`config.mk`:
```
export PLATFORM = sky130hd
export DESIGN_NAME = heap_sort_ctrl
export DESIGN_NICKNAME = d
export VERILOG_FILES = /design/src/rtl/heap_pkg.sv /design/src/rtl/heap_out_reg.sv /design/src/rtl/heap_sort_ctrl.sv
export SDC_FILE = /design/constraint.sdc
export NUM_CORES = 1
export LEC_CHECK = 0
export ABC_AREA = 0
export CAP_MARGIN = 20
export CORE_AREA = 2 2 466 468
export DETAILED_ROUTE_END_ITERATION = 6
export DIE_AREA = 0 0 468 470
export HOLD_SLACK_MARGIN = 0.02
export MAX_ROUTING_LAYER = met4
export REMOVE_ABC_BUFFERS = 1
export SETUP_SLACK_MARGIN = 0.05
export SLEW_MARGIN = 15
export SYNTH_ARGS = -nofsm -noshare
export SYNTH_HDL_FRONTEND = slang
export SYNTH_HIERARCHICAL = 1
export SYNTH_SLANG_ARGS = --single-unit
```
`constraint.sdc`:
```
create_clock -name clk -period 15 [get_ports clk]
set_input_delay 4.5 -clock clk [delete_from_list [all_inputs] [get_ports clk]]
set_output_delay 4.5 -clock clk [all_outputs]
set_load 0.05 [all_outputs]
```
`src/rtl/heap_pkg.sv`:
```
// Shared definitions for the keypoint heap sorter and its sequencer:
// sequencer state encoding, heap capacity, and the record key extractor.
package heap_pkg;

    localparam logic [2:0] S_IDLE  = 3'd0;
    localparam logic [2:0] S_INIT  = 3'd1;
    localparam logic [2:0] S_LOAD  = 3'd2;
    localparam logic [2:0] S_ENDP  = 3'd3;
    localparam logic [2:0] S_SORT  = 3'd4;
    localparam logic [2:0] S_FLUSH = 3'd5;
    localparam logic [2:0] S_DRAIN = 3'd6;
    localparam logic [2:0] S_DONE  = 3'd7;

    localparam int REC_W = 292;
    localparam int KEY_W = 7;

    // Two sub-heaps, each a full binary tree of NLEVELS-1 levels.
    function automatic int unsigned heap_cap(input int unsigned nlevels);
        return 2 * ((32'd1 << (nlevels - 1)) - 1);
    endfunction

    function automatic int unsigned umin(input int unsigned a, input int unsigned b);
        return (a < b) ? a : b;
    endfunction

    function automatic logic [KEY_W-1:0] key_of(input logic [REC_W-1:0] rec);
        return rec[KEY_W-1:0];
    endfunction

endpackage

```
`src/rtl/heap_out_reg.sv`:
```
// One-entry output register with valid/ready handshake; captures a record when
// told to and reports whether a capture can be taken this cycle.
module heap_out_reg #(
    parameter int DATA_WIDTH = 292
) (
    input  logic                  clk,
    input  logic                  rst,
    input  logic                  capture,
    input  logic [DATA_WIDTH-1:0] din,
    input  logic                  last,
    output logic [DATA_WIDTH-1:0] m_data,
    output logic                  m_valid,
    output logic                  m_last,
    input  logic                  m_ready,
    output logic                  can_accept
);

    assign can_accept = !m_valid || m_ready;

    always_ff @(posedge clk) begin
        if (rst) begin
            m_data  <= '0;
            m_valid <= 1'b0;
            m_last  <= 1'b0;
        end else if (capture) begin
            m_data  <= din;
            m_valid <= 1'b1;
            m_last  <= last;
        end else if (m_ready) begin
            m_valid <= 1'b0;
            m_last  <= 1'b0;
        end
    end

endmodule

```
`src/rtl/heap_sort_ctrl.sv`:
```
// Sequencer for one heap sort job: clear, load, end-of-input, wait for sort,
// then drain min(topk, loaded) records through a backpressured output register.
module heap_sort_ctrl
    import heap_pkg::*;
#(
    parameter int DATA_WIDTH   = 292,
    parameter int KEY_WIDTH    = 7,
    parameter int NLEVELS      = 6,
    parameter int CNT_WIDTH    = 16,
    parameter int SORT_TIMEOUT = 1024
) (
    input  logic                  clk,
    input  logic                  rst,
    input  logic                  start,
    input  logic [CNT_WIDTH-1:0]  cfg_topk,
    input  logic [DATA_WIDTH-1:0] s_data,
    input  logic                  s_valid,
    input  logic                  s_last,
    output logic                  s_ready,
    output logic [DATA_WIDTH-1:0] m_data,
    output logic                  m_valid,
    output logic                  m_last,
    input  logic                  m_ready,
    output logic [DATA_WIDTH-1:0] heap_din,
    output logic                  heap_en,
    output logic                  heap_init,
    output logic                  heap_in_end,
    output logic                  heap_flush,
    input  logic [DATA_WIDTH-1:0] heap_dout,
    input  logic                  heap_sort_end,
    output logic                  busy,
    output logic                  done,
    output logic                  err_timeout
);

    localparam logic [CNT_WIDTH-1:0] CAP      = CNT_WIDTH'(heap_cap(NLEVELS));
    localparam logic [CNT_WIDTH-1:0] CNT_ONE  = CNT_WIDTH'(1);
    localparam int                   TW       = $clog2(SORT_TIMEOUT) + 1;
    localparam logic [TW-1:0]        TMO_LAST = TW'(SORT_TIMEOUT - 1);
    localparam logic [TW-1:0]        TMO_ONE  = TW'(1);

    logic [2:0]           state;
    logic                 init_second;
    logic [CNT_WIDTH-1:0] topk;
    logic [CNT_WIDTH-1:0] in_cnt;
    logic [CNT_WIDTH-1:0] out_cnt;
    logic [CNT_WIDTH-1:0] n_out;
    logic [TW-1:0]        tmo_cnt;
    logic                 accept;
    logic                 flush_go;
    logic                 can_accept;
    logic                 last_flush;

    assign n_out      = CNT_WIDTH'(umin(32'(topk), 32'(in_cnt)));
    assign s_ready    = (state == S_LOAD);
    assign accept     = s_valid && s_ready;
    assign heap_en    = accept;
    assign heap_din   = accept ? s_data : '0;
    assign heap_init  = (state == S_INIT);
    assign heap_in_end = (state == S_ENDP);
    // Never pull from the heap while the output register holds an unaccepted record.
    assign flush_go   = (state == S_FLUSH) && (out_cnt < n_out) && can_accept;
    assign heap_flush = flush_go;
    assign last_flush = ((out_cnt + CNT_ONE) == n_out);
    assign busy       = (state != S_IDLE);
    assign done       = (state == S_DONE);

    heap_out_reg #(
        .DATA_WIDTH (DATA_WIDTH)
    ) u_out_reg (
        .clk        (clk),
        .rst        (rst),
        .capture    (flush_go),
        .din        (heap_dout),
        .last       (last_flush),
        .m_data     (m_data),
        .m_valid    (m_valid),
        .m_last     (m_last),
        .m_ready    (m_ready),
        .can_accept (can_accept)
    );

    always_ff @(posedge clk) begin
        if (rst) begin
            state       <= S_IDLE;
            init_second <= 1'b0;
            topk        <= '0;
            in_cnt      <= '0;
            out_cnt     <= '0;
            tmo_cnt     <= '0;
            err_timeout <= 1'b0;
        end else begin
            case (state)
                S_IDLE: if (start) begin
                    topk        <= cfg_topk;
                    err_timeout <= 1'b0;
                    in_cnt      <= '0;
                    out_cnt     <= '0;
                    init_second <= 1'b0;
                    state       <= S_INIT;
                end
                S_INIT: begin
                    init_second <= 1'b1;
                    if (init_second) state <= S_LOAD;
                end
                // in_cnt is bounded by CAP, so it cannot wrap.
                S_LOAD: if (accept) begin
                    in_cnt <= in_cnt + CNT_ONE;
                    if (s_last || (in_cnt + CNT_ONE) == CAP) state <= S_ENDP;
                end
                S_ENDP: begin
                    tmo_cnt <= '0;
                    state   <= S_SORT;
                end
                S_SORT: begin
                    if (heap_sort_end) begin
                        state <= S_FLUSH;
                    end else if (tmo_cnt == TMO_LAST) begin
                        err_timeout <= 1'b1;
                        state       <= S_DONE;
                    end else begin
                        tmo_cnt <= tmo_cnt + TMO_ONE;
                    end
                end
                S_FLUSH: begin
                    if (flush_go) begin
                        out_cnt <= out_cnt + CNT_ONE;
                        if (last_flush) state <= S_DRAIN;
                    end else if (n_out == '0) begin
                        state <= S_DONE;
                    end
                end
                S_DRAIN: if (m_valid && m_ready) state <= S_DONE;
                S_DONE:  state <= S_IDLE;
                default: state <= S_IDLE;
            endcase
        end
    end

    // A stalled output record must not change under the consumer.
    property p_out_stable;
        @(posedge clk) disable iff (rst)
            (m_valid && !m_ready) |=> (m_valid && m_data[KEY_WIDTH-1:0] == $past(m_data[KEY_WIDTH-1:0]));
    endproperty
    assert property (p_out_stable);

endmodule

```
==> results.toml, run 1 <==
[floorplan]
start_util_pct = 8.06
die_w_um = 468
row_count = 171
die-height_um = 470
boundaryPins = 1201

[cts]
hold_buffers = 0
post_cts_resized = 0
post_cts_buffers = 0
cts_root_buf = "clkbuf_16"
cts_inserted_buffers = 45
cts.sinks = 358
cts_max_path_buffers = 3
htree_levels = 2

[status]
status = "stopped before the end"
failed_stage = "detailed routing"
stop_error = "[ERROR DRT-0255] Maze Route cannot find path of net s_data[238] in worker of routeBox ( 434700 289800 ) ( 468000 338100 )."

[logic_synthesis]
synth_top_family_by_area = "simple AND/OR/NAND/NOR gates"
synth_compound_area_share_pct = 5.76
synthSimpleGateAreaFrac_pct = 24.8
yosys.area.top_type = "dfxtp_1"
synthMuxAreaShare_pct = 17.1
seq_area_frac_synth_pct = 41.2
ys_types = 65
syn_inst = 1929
synth_warnings = 6
synth.top_cell.area_share_pct = 41.2
synth_edf_count = 0
synth_area_per_cell_um2 = 9.01
synth_area_leaders = "dfxtp_1 (41%), mux2i_1 (17%), and3_1 (11%), nor2_1 (7.6%), buf_12 (2.5%)"
yosys.area_share.adder_pct = 2.45
ys_ff_latch = 358
synth_area_um2 = 17400
ys.flop_type = "dfxtp_1"
ys_async_sr_fraction_pct = 0
synthXorXnorAreaFrac_pct = 1.98

[place]
io_buffer_count = 1200
dp.final_hpwl_mm = 124
gp_congestion = 0.907
dp_slack_ns = 3.20

[global_routing]
grt_pass1_wl_mm = 177
grt_max_degree = 263
grt_util_all_layers_pct = 12.7
antenna_found_initial = 184
grt-ovfl-total = 0
grt_pass1_vias = 18167
logic make-up after synthesis:
group                    after synthesis
AO/OA/AOI/OAI                        161
multiplexers                         296
buffers and inverters                189
flip-flops                           358
adder cells (fa/ha/maj)               34
XOR/XNOR                              33
AND/OR/NAND/NOR                      858
synthesized netlist by cell type, types with 16 or more instances:
master	number
a21oi_1	81
and3_1	304
nand2_1	70
buf_2	19
mux2i_1	293
inv_1	26
xor2_1	16
o21ai_0	30
nor3_1	19
dfxtp_1	358
buf_12	22
ha_1	34
nand4_1	17
nor2_1	350
clkbuf_1	101
nand3_1	35
metrics by stage:
step | area (um2) | std cells | utilization, % | hold slack [ns]
2_1_floorplan | 16300 | 1766 | - | 0.448
3_3_place_gp | 32000 | 5834 | 14.9 | 0.464
3_5_place_dp | 32000 | 5834 | 14.9 | 0.475
4_1_cts | 33600 | 5916 | 15.6 | 0.486
5_1_grt | 33800 | 5982 | 15.7 | 0.507
layer usage:
| layer | track usage [%] |
|---|---|
| met4 | 8.14 |
| met2 | 22.5 |
| met3 | 6.38 |
| met5 | - |
| met1 | 10.2 |
==> run 2: changes to the inputs <==
--- a/config.mk
+++ b/config.mk
@@ -7,13 +7,11 @@
 export LEC_CHECK = 0
 export ABC_AREA = 0
 export CAP_MARGIN = 20
-export CORE_AREA = 2 2 466 468
+export CORE_AREA = 2 2 463 465
 export DETAILED_ROUTE_END_ITERATION = 6
-export DIE_AREA = 0 0 468 470
-export HOLD_SLACK_MARGIN = 0.02
-export MAX_ROUTING_LAYER = met4
+export DIE_AREA = 0 0 465 467
+export PLACE_DENSITY_LB_ADDON = 0.15
 export REMOVE_ABC_BUFFERS = 1
-export SETUP_SLACK_MARGIN = 0.05
 export SLEW_MARGIN = 15
 export SYNTH_ARGS = -nofsm -noshare
 export SYNTH_HDL_FRONTEND = slang
==> run 2 against run 1 <==
The run now ends clean. Global-route usage rose by 2.4 points. Area after synthesis did not move. Synthesized cell count did not move.
==> results.toml, run 2 <==
[cts]
htree_levels = 2
cts_tree = "yes"
cts.sinks = 358
hold_buffers = 0
post_cts_resized = 0
cts_inserted_buffers = 50
post_cts_buffers = 0
cts_root_buf = "clkbuf_16"
clkTransAtPathRegs_ns = 0.06
cts_max_path_buffers = 3
clock_latency_ns = 0.64

[routing]
ant_nets = 0
drc = 0
wirelength_mm = 173
via_per_inst = 3.22
routedWlPerCell_um = 28.8
vias = 19287
drtIter0Drc = 994
firstDrtPassIters = 5

[global_routing]
top_usage_layer = "met2"
grt_pass1_wl_mm = 215
use_met2_pct = 28.9
grt_max_degree = 248
use_met1_pct = 14.0
antenna_found_initial = 104
grt_pass1_vias = 19637
grt_util_all_layers_pct = 15.1
grt.met3_usage_pct = 5.44
grt-ovfl-total = 0

[layout]
area.sequential_um2 = 7170
final_common_cell = "clkdlybuf4s50_1"
final_cells = 5987
largest_reg_flops = 292
fin_nets = 3680
fill_cells = 23970
largest-register = "u_out_reg/m_data"
area_growth_pct = 95.3
drive_gt1_share_pct = 3.93
final_cell_mix = "clkdlybuf4s50_1 (1188), dfxtp_1 (358), nor2_1 (350)"
multi_input_area_um2 = 9050

[logic_synthesis]
syn_inst = 1929
ys_async_sr_fraction_pct = 0
synth_most_common_cell = "dfxtp_1"
synth_edf_count = 0
synth_area_per_cell_um2 = 9.01
synth_warnings = 6
ys_ff_latch = 358
ys_types = 65
synth.top_cell.area_share_pct = 41.2
yosys-top-cells-count = "dfxtp_1 (358), nor2_1 (350), and3_1 (304)"
seq_area_frac_synth_pct = 41.2
ys.flop_type = "dfxtp_1"
yosys.area.top_type = "dfxtp_1"
synth_area_leaders = "dfxtp_1 (41%), mux2i_1 (17%), and3_1 (11%), nor2_1 (7.6%), buf_12 (2.5%)"
synth_area_um2 = 17400

[sta]
slew_headroom_pct = 24.0
tns_ns = 0
max_freq_ghz = 0.0868
tightest_slew_ns = 1.14
min_period_ns = 11.53
min_period_over_period_pct = 76.8
final_hold_viol_count = 0
rsz0062_at_grt = "no"
setup_viol = 0
maxSlewViolCount = 0
clock_skew_ns = 0.0528

[worst_setup_path]
path_cells = "clkdlybuf4s50_1, nand2b_1, nand2b_1, nor2_1, nand3_1, o32ai_2, o211a_4, clkdlybuf4s50_1"
cpPeakStageDelay_ns = 0.84
endpoint_kind = "primary output"
start_kind = "input pin"
critPathMaxFanout = 3
crit_arrival_ns = 7.03
crit_end = "heap_flush"
r2r-start = "in_cnt[14]"
critical_path_class = "input pin to primary output"
cp-startpoint = "m_ready"
rr_worst_depth = 19
required_ns = 10.50
r2r_slack_ns = 7.47
regToRegEndpoint = "u_out_reg/m_data[36]"
cpMaxStageDelayCell = "clkdlybuf4s50_1"

[floorplan]
design.die.area_um2 = 217000
fp.coreArea_um2 = 212000
boundaryPins = 1201
start_util_pct = 8.21
row_count = 169
die_w_um = 465
die-height_um = 467

[place]
io_buffer_count = 1200
place_inst = 5806
gp_congestion = 0.835
dp.final_hpwl_mm = 145

[power_and_ir_drop]
peakVddDrop_v = 0.0000690
power_density_nw_per_um2 = 103
p_leak_uw = 0.0120

[run]
cap_viol_max_count = 0

[status]
status = "finished clean"

[min_path]
min_path_type = "flop to flop"
run 2: cell families after synthesis:
family          synth area share, %
xor+xnor                       1.98
buf+inv                        6.69
simple gates                   24.8
mux                            17.1
flops                          41.2
compound gates                 5.76
fa+ha+maj                      2.45
run 2: how the worst min path moves through the flow:
stage / depth (start not counted) / slack (ns) / endpoint / startpoint
6_report: 2 / 0.49 / init_second / init_second
5_1_grt: 2 / 0.50 / tmo_cnt[1] / tmo_cnt[1]
4_1_cts: 2 / 0.49 / tmo_cnt[1] / tmo_cnt[1]
3_5_place_dp: 2 / 0.48 / tmo_cnt[1] / tmo_cnt[1]
3_3_place_gp: 2 / 0.47 / u_out_reg/m_data[102] / u_out_reg/m_data[102]
2_1_floorplan: 2 / 0.45 / topk[0] / topk[0]
run 2: layer usage:
metal  vias up  routed length (um)
met5         -                 287
met4        46                8300
met3       246               14100
met2       949               93400
met1      9021               56600
li1       9025                   -
run 2: worst max-delay path: cells and delay by family:
family,cells,cell delay (ns)
AND/OR/NAND/NOR,4,0.51
buffers and inverters,2,1.36
AO/OA/AOI/OAI,2,0.63
run 2: power breakdown:
part	leakage, uW	switching [uW]	internal (uW)	total (uW)
Sequential	0.00289	33.7	978	1010
Combinational	0.00832	831	429	1260
Clock	0.000813	512	725	1240
Total	0.0120	1380	2130	3510
run 2: through the flow:
stage	total power (uW)	util, %	setup WS [ns]	hold slack [ns]	cell area [um2]
global route	3670	16.0	3.25	0.505	33900
finish	3510	16.0	3.47	0.488	33900
global placement	2310	15.1	3.21	0.471	32000
detailed placement	2300	15.1	3.35	0.479	32000
floorplan	1650	-	-0.176	0.448	16300
CTS	3600	15.9	3.35	0.489	33700
run 2: cell type report:
cell class	count	share of cell area [%]
well taps	2821	10.4
flip-flops and latches	358	21.1
diodes	87	0.642
clock inverters	7	0.324
clock buffers	85	4.61
inverters	26	0.288
repair buffers	1221	35.9
multi-input cells	1382	26.7
No activity file was read; power rests on OpenSTA's default activity.
==> run 3: changes to the inputs <==
==> constraint.sdc (replaced) <==
create_clock -name clk -period 10.3 [get_ports clk]
set_input_delay 3.09 -clock clk [delete_from_list [all_inputs] [get_ports clk]]
set_output_delay 3.09 -clock clk [all_outputs]
set_load 0.05 [all_outputs]
==> run 3 against run 2 <==
Global-route usage is essentially flat. Cell area grew 0.59%. Die area is the same. Count of clock-buffer cells in the layout shrank 7. Routed wire length shrank 0.21%. Register-to-register slack lost 4.8 ns. Worst setup slack lost 1.8 ns. Utilization grew 0.095 points. Critical endpoint is now heap_din[48].
==> results.toml, run 3 (same netlist as run 2, synthesis figures left out) <==
[status]
status = "finished clean"

[worst_setup_path]
cp-startpoint = "s_valid"
critPathMaxFanout = 116
rr_worst_depth = 19
start_kind = "input pin"
crit_arrival_ns = 5.55
endpoint_kind = "primary output"
critical_path_class = "input pin to primary output"
regToRegEndpoint = "u_out_reg/m_data[175]"
r2r-start = "in_cnt[14]"
required_ns = 7.21
r2r_slack_ns = 2.70
crit_end = "heap_din[48]"

[cts]
cts.sinks = 358
cts_max_path_buffers = 3
post_cts_resized = 0
cts_root_buf = "clkbuf_16"
cts_inserted_buffers = 51
post_cts_buffers = 0
htree_levels = 2
clkTransAtPathRegs_ns = 0.06
cts_tree = "yes"
hold_buffers = 0
clock_latency_ns = 0.64

[floorplan]
row_count = 169
die-height_um = 467
start_util_pct = 8.21
design.die.area_um2 = 217000
die_w_um = 465
fp.coreArea_um2 = 212000
boundaryPins = 1201

[sta]
tightest_slew_ns = 1.09
setup_viol = 0
slew_headroom_pct = 27.4
final_hold_viol_count = 0
min_period_ns = 8.64
maxSlewViolCount = 0
min_period_over_period_pct = 83.9
max_freq_ghz = 0.116
clock_skew_ns = 0.0339
rsz0062_at_grt = "no"

[routing]
drtIter0Drc = 893
vias = 19477
via_per_inst = 3.22
drc = 0
ant_nets = 0
routedWlPerCell_um = 28.5
firstDrtPassIters = 7
wirelength_mm = 172

[layout]
drive_gt1_share_pct = 4.51
final_util_pct = 16.1
fin_nets = 3684
area_growth_pct = 96.4
final_cell_mix = "clkdlybuf4s50_1 (1177), dfxtp_1 (358), nor2_1 (350)"
area.sequential_um2 = 7170
largest_reg_flops = 292
final_common_cell = "clkdlybuf4s50_1"
multi_input_area_um2 = 9050
largest-register = "u_out_reg/m_data"
fill_cells = 23969

[place]
io_buffer_count = 1200
dp.final_hpwl_mm = 145
gp_congestion = 0.906

[global_routing]
grt_util_all_layers_pct = 15.1
grt-ovfl-total = 0
grt_pass1_wl_mm = 215
grt_pass1_vias = 19524
antenna_found_initial = 106
grt_max_degree = 234

[power_and_ir_drop]
design_power_total_uw = 5110
power_density_nw_per_um2 = 150
p_leak_uw = 0.0121
peakVddDrop_v = 0.000115

[min_path]
min_path_type = "flop to flop"

[run]
cap_viol_max_count = 0
[run 3: worst min-delay path by stage]
stage | slack (ns) | end | depth (start not counted) | start
after floorplan | 0.45 | topk[0] | 2 | topk[0]
after global placement | 0.47 | tmo_cnt[8] | 2 | tmo_cnt[8]
after detailed placement | 0.48 | init_second | 2 | init_second
after CTS | 0.49 | tmo_cnt[8] | 2 | tmo_cnt[8]
after global routing | 0.51 | u_out_reg/m_data[282] | 2 | u_out_reg/m_data[282]
final | 0.48 | init_second | 2 | init_second
[run 3: critical path: stages]
cell and delay (ns):
clkbuf_8 0.45, buf_12 0.38, and3_1 0.38, clkdlybuf4s50_1 0.86
[run 3: layer usage]
layer / vias to the layer above / GRT usage [%] / share of wire (%)
met3: 221 / 5.63 / 8.5
met5: - / 0 / 0.19
met4: 52 / 7.04 / 4.0
li1: 9086 / - / -
met2: 983 / 29.3 / 55
met1: 9135 / 13.8 / 32
[run 3: power by group]
group / switching (uW) / total [uW] / internal (uW)
Clock: 746 / 1800 / 1060
Combinational: 1210 / 1830 / 624
Sequential: 50.2 / 1470 / 1420
[run 3: cell type report]
class | instances | share of cell area (%)
diodes | 147 | 1.08
clock buffers | 78 | 4.42
clock inverters | 14 | 0.517
inverters | 26 | 0.286
multi-input cells | 1382 | 26.5
flip-flops and latches | 358 | 21.0
well taps | 2821 | 10.3
repair buffers | 1224 | 35.8
[run 3: metrics by stage]
| step | setup TNS, ns | cell area [um2] | hold slack (ns) | setup WS (ns) | cells |
|---|---|---|---|---|---|
| global placement | 0 | 32100 | 0.471 | 1.74 | 5810 |
| floorplan | -393.03 | 16300 | 0.448 | -3.47 | 1766 |
| detailed placement | 0 | 32100 | 0.476 | 1.68 | 5811 |
| global route | 0 | 34100 | 0.514 | 1.33 | 6029 |
| CTS | 0 | 33800 | 0.491 | 1.57 | 5903 |
| finish | 0 | 34100 | 0.483 | 1.66 | 6050 |
==> run 4: changes to the inputs <==
==> constraint.sdc (replaced) <==
create_clock -name clk -period 8.6 [get_ports clk]
set_input_delay 2.58 -clock clk [delete_from_list [all_inputs] [get_ports clk]]
set_output_delay 2.58 -clock clk [all_outputs]
set_load 0.05 [all_outputs]
==> run 4 against run 3 <==
Sequential cell count did not move. Global-route usage increased by 0.075 points. Cell area is 0.34% lower. Non-clock buffer count grew 5. Count of clock-buffer cells in the layout rose by 2. Clock power rose by 19%. Largest power group unchanged. Register-to-register slack got worse by 0.80 ns. Utilization fell by 0.056 points. First-iteration DRC count fell by 18%. Worst setup slack worse by 1.0 ns. Sequential share of layout area up 0.073 points. Combinational power grew 22%.
==> results.toml, run 4 (same netlist as run 2, synthesis figures left out) <==
[routing]
routedWlPerCell_um = 28.7
ant_nets = 0
wirelength_mm = 173
vias = 19439
drtIter0Drc = 732
drc = 0
firstDrtPassIters = 5
via_per_inst = 3.22

[layout]
final_cell_mix = "clkdlybuf4s50_1 (1153), dfxtp_1 (358), nor2_1 (350)"
area_growth_pct = 95.7
drive_gt1_share_pct = 5.44
fill_cells = 23954
final_common_cell = "clkdlybuf4s50_1"
area.sequential_um2 = 7170
design_area_um2 = 34000
largest_reg_flops = 292
fin_nets = 3689
largest-register = "u_out_reg/m_data"
final_util_pct = 16.1
multi_input_area_um2 = 9050

[cts]
cts_root_buf = "clkbuf_16"
clock_latency_ns = 0.62
post_cts_resized = 0
clkTransAtPathRegs_ns = 0.06
post_cts_buffers = 0
cts_max_path_buffers = 3
cts_inserted_buffers = 51
hold_buffers = 0
cts_tree = "yes"
cts.sinks = 358
htree_levels = 2

[sta]
tightest_slew_ns = 1.24
min_period_ns = 7.97
slew_headroom_pct = 16.7
clock_skew_ns = 0.0247
maxSlewViolCount = 0
tns_ns = 0
final_hold_viol_count = 0
rsz0062_at_grt = "no"
timing.final.ws_setup_ns = 0.629
min_period_over_period_pct = 92.7
max_freq_ghz = 0.125
setup_viol = 0

[power_and_ir_drop]
peakVddDrop_v = 0.000128
switching_share_pct = 39.6
pwr-share-comb_pct = 36.4
clkPwrFrac_pct = 34.8
p_leak_uw = 0.0121
power_density_nw_per_um2 = 180
pwr-share-seq_pct = 28.8
internal-power_uw = 3700
switchingPower_uw = 2430

[place]
postPlaceCellArea_um2 = 32100
gp_congestion = 0.880
dp.final_hpwl_mm = 146
io_buffer_count = 1200
dp_slack_ns = 1.07

[floorplan]
fp.coreArea_um2 = 212000
design.die.area_um2 = 217000
row_count = 169
boundaryPins = 1201
die_w_um = 465
start_util_pct = 8.21
die-height_um = 467

[worst_setup_path]
r2r-start = "in_cnt[14]"
cp-startpoint = "in_cnt[14]"
endpoint_kind = "primary output"
start_kind = "flop"
required_ns = 6.02
rr_worst_depth = 19
critical_path_class = "flop to primary output"
crit_arrival_ns = 5.39
critPathMaxFanout = 14

[global_routing]
antenna_found_initial = 90
grt_max_degree = 171
grt_pass1_wl_mm = 216
grt_util_all_layers_pct = 15.2
grt_pass1_vias = 19814
grt-ovfl-total = 0

[min_path]
hold_depth = 2
min_path_type = "flop to flop"
hp-start = "u_out_reg/m_data[146]"

[run]
cap_viol_max_count = 0

[status]
status = "finished clean"
[run 4: area by class of cell]
cell class,count,area share (%)
Clock inverter,13,0.372
Antenna cell,120,0.883
Sequential cell,358,21.1
Inverter,26,0.287
Multi-Input combinational cell,1382,26.6
Timing Repair Buffer,1229,35.9
Clock buffer,80,4.48
Tap cell,2821,10.4
[run 4: worst paths after layout]
check	end	slack (ns)
hold / removal	u_out_reg/m_data[146]	0.49
setup / recovery	heap_flush	0.63
setup reg to reg	u_out_reg/m_data[215]	1.90
hold reg to reg	u_out_reg/m_data[146]	0.49
[run 4: power groups by stage]
stage | Clock, uW | Sequential [uW] | Combinational (uW)
after floorplan | 0 | 1860 | 1010
after global placement | 0 | 1800 | 2270
after detailed placement | 0 | 1800 | 2250
after CTS | 2270 | 1770 | 2260
after global routing | 2310 | 1770 | 2330
final | 2140 | 1760 | 2230
[run 4: worst max-delay path, cell delays in order, from the launching register on]
cell and delay [ns]:
dfxtp_1 0.45, inv_1 0.14, ha_1 0.33, nand4_2 0.18, or4_4 0.60, o32ai_4 0.38, nor2_1 0.32, a21oi_1 0.37
ha_1 0.31, a21o_1 0.18, a21o_1 0.17, a21o_1 0.17, a21o_1 0.17, a211oi_1 0.41, o211a_4 0.38, buf_12 0.18
[run 4: metrics by stage]
| step | total power [uW] | hold WS (ns) | std cells |
|---|---|---|---|
| after CTS | 6300 | 0.493 | 5909 |
| after detailed placement | 4060 | 0.480 | 5816 |
| after floorplan | 2870 | 0.448 | 1766 |
| after global placement | 4070 | 0.470 | 5816 |
| final | 6130 | 0.486 | 6029 |
| after global routing | 6420 | 0.505 | 6004 |
[run 4: layer usage]
layer	GRT usage [%]	vias up	wire, um
met5	0	-	363
met4	9.44	56	12200
met3	5.68	233	14300
met2	28.5	974	90600
met1	13.7	9096	55900
li1	-	9080	-
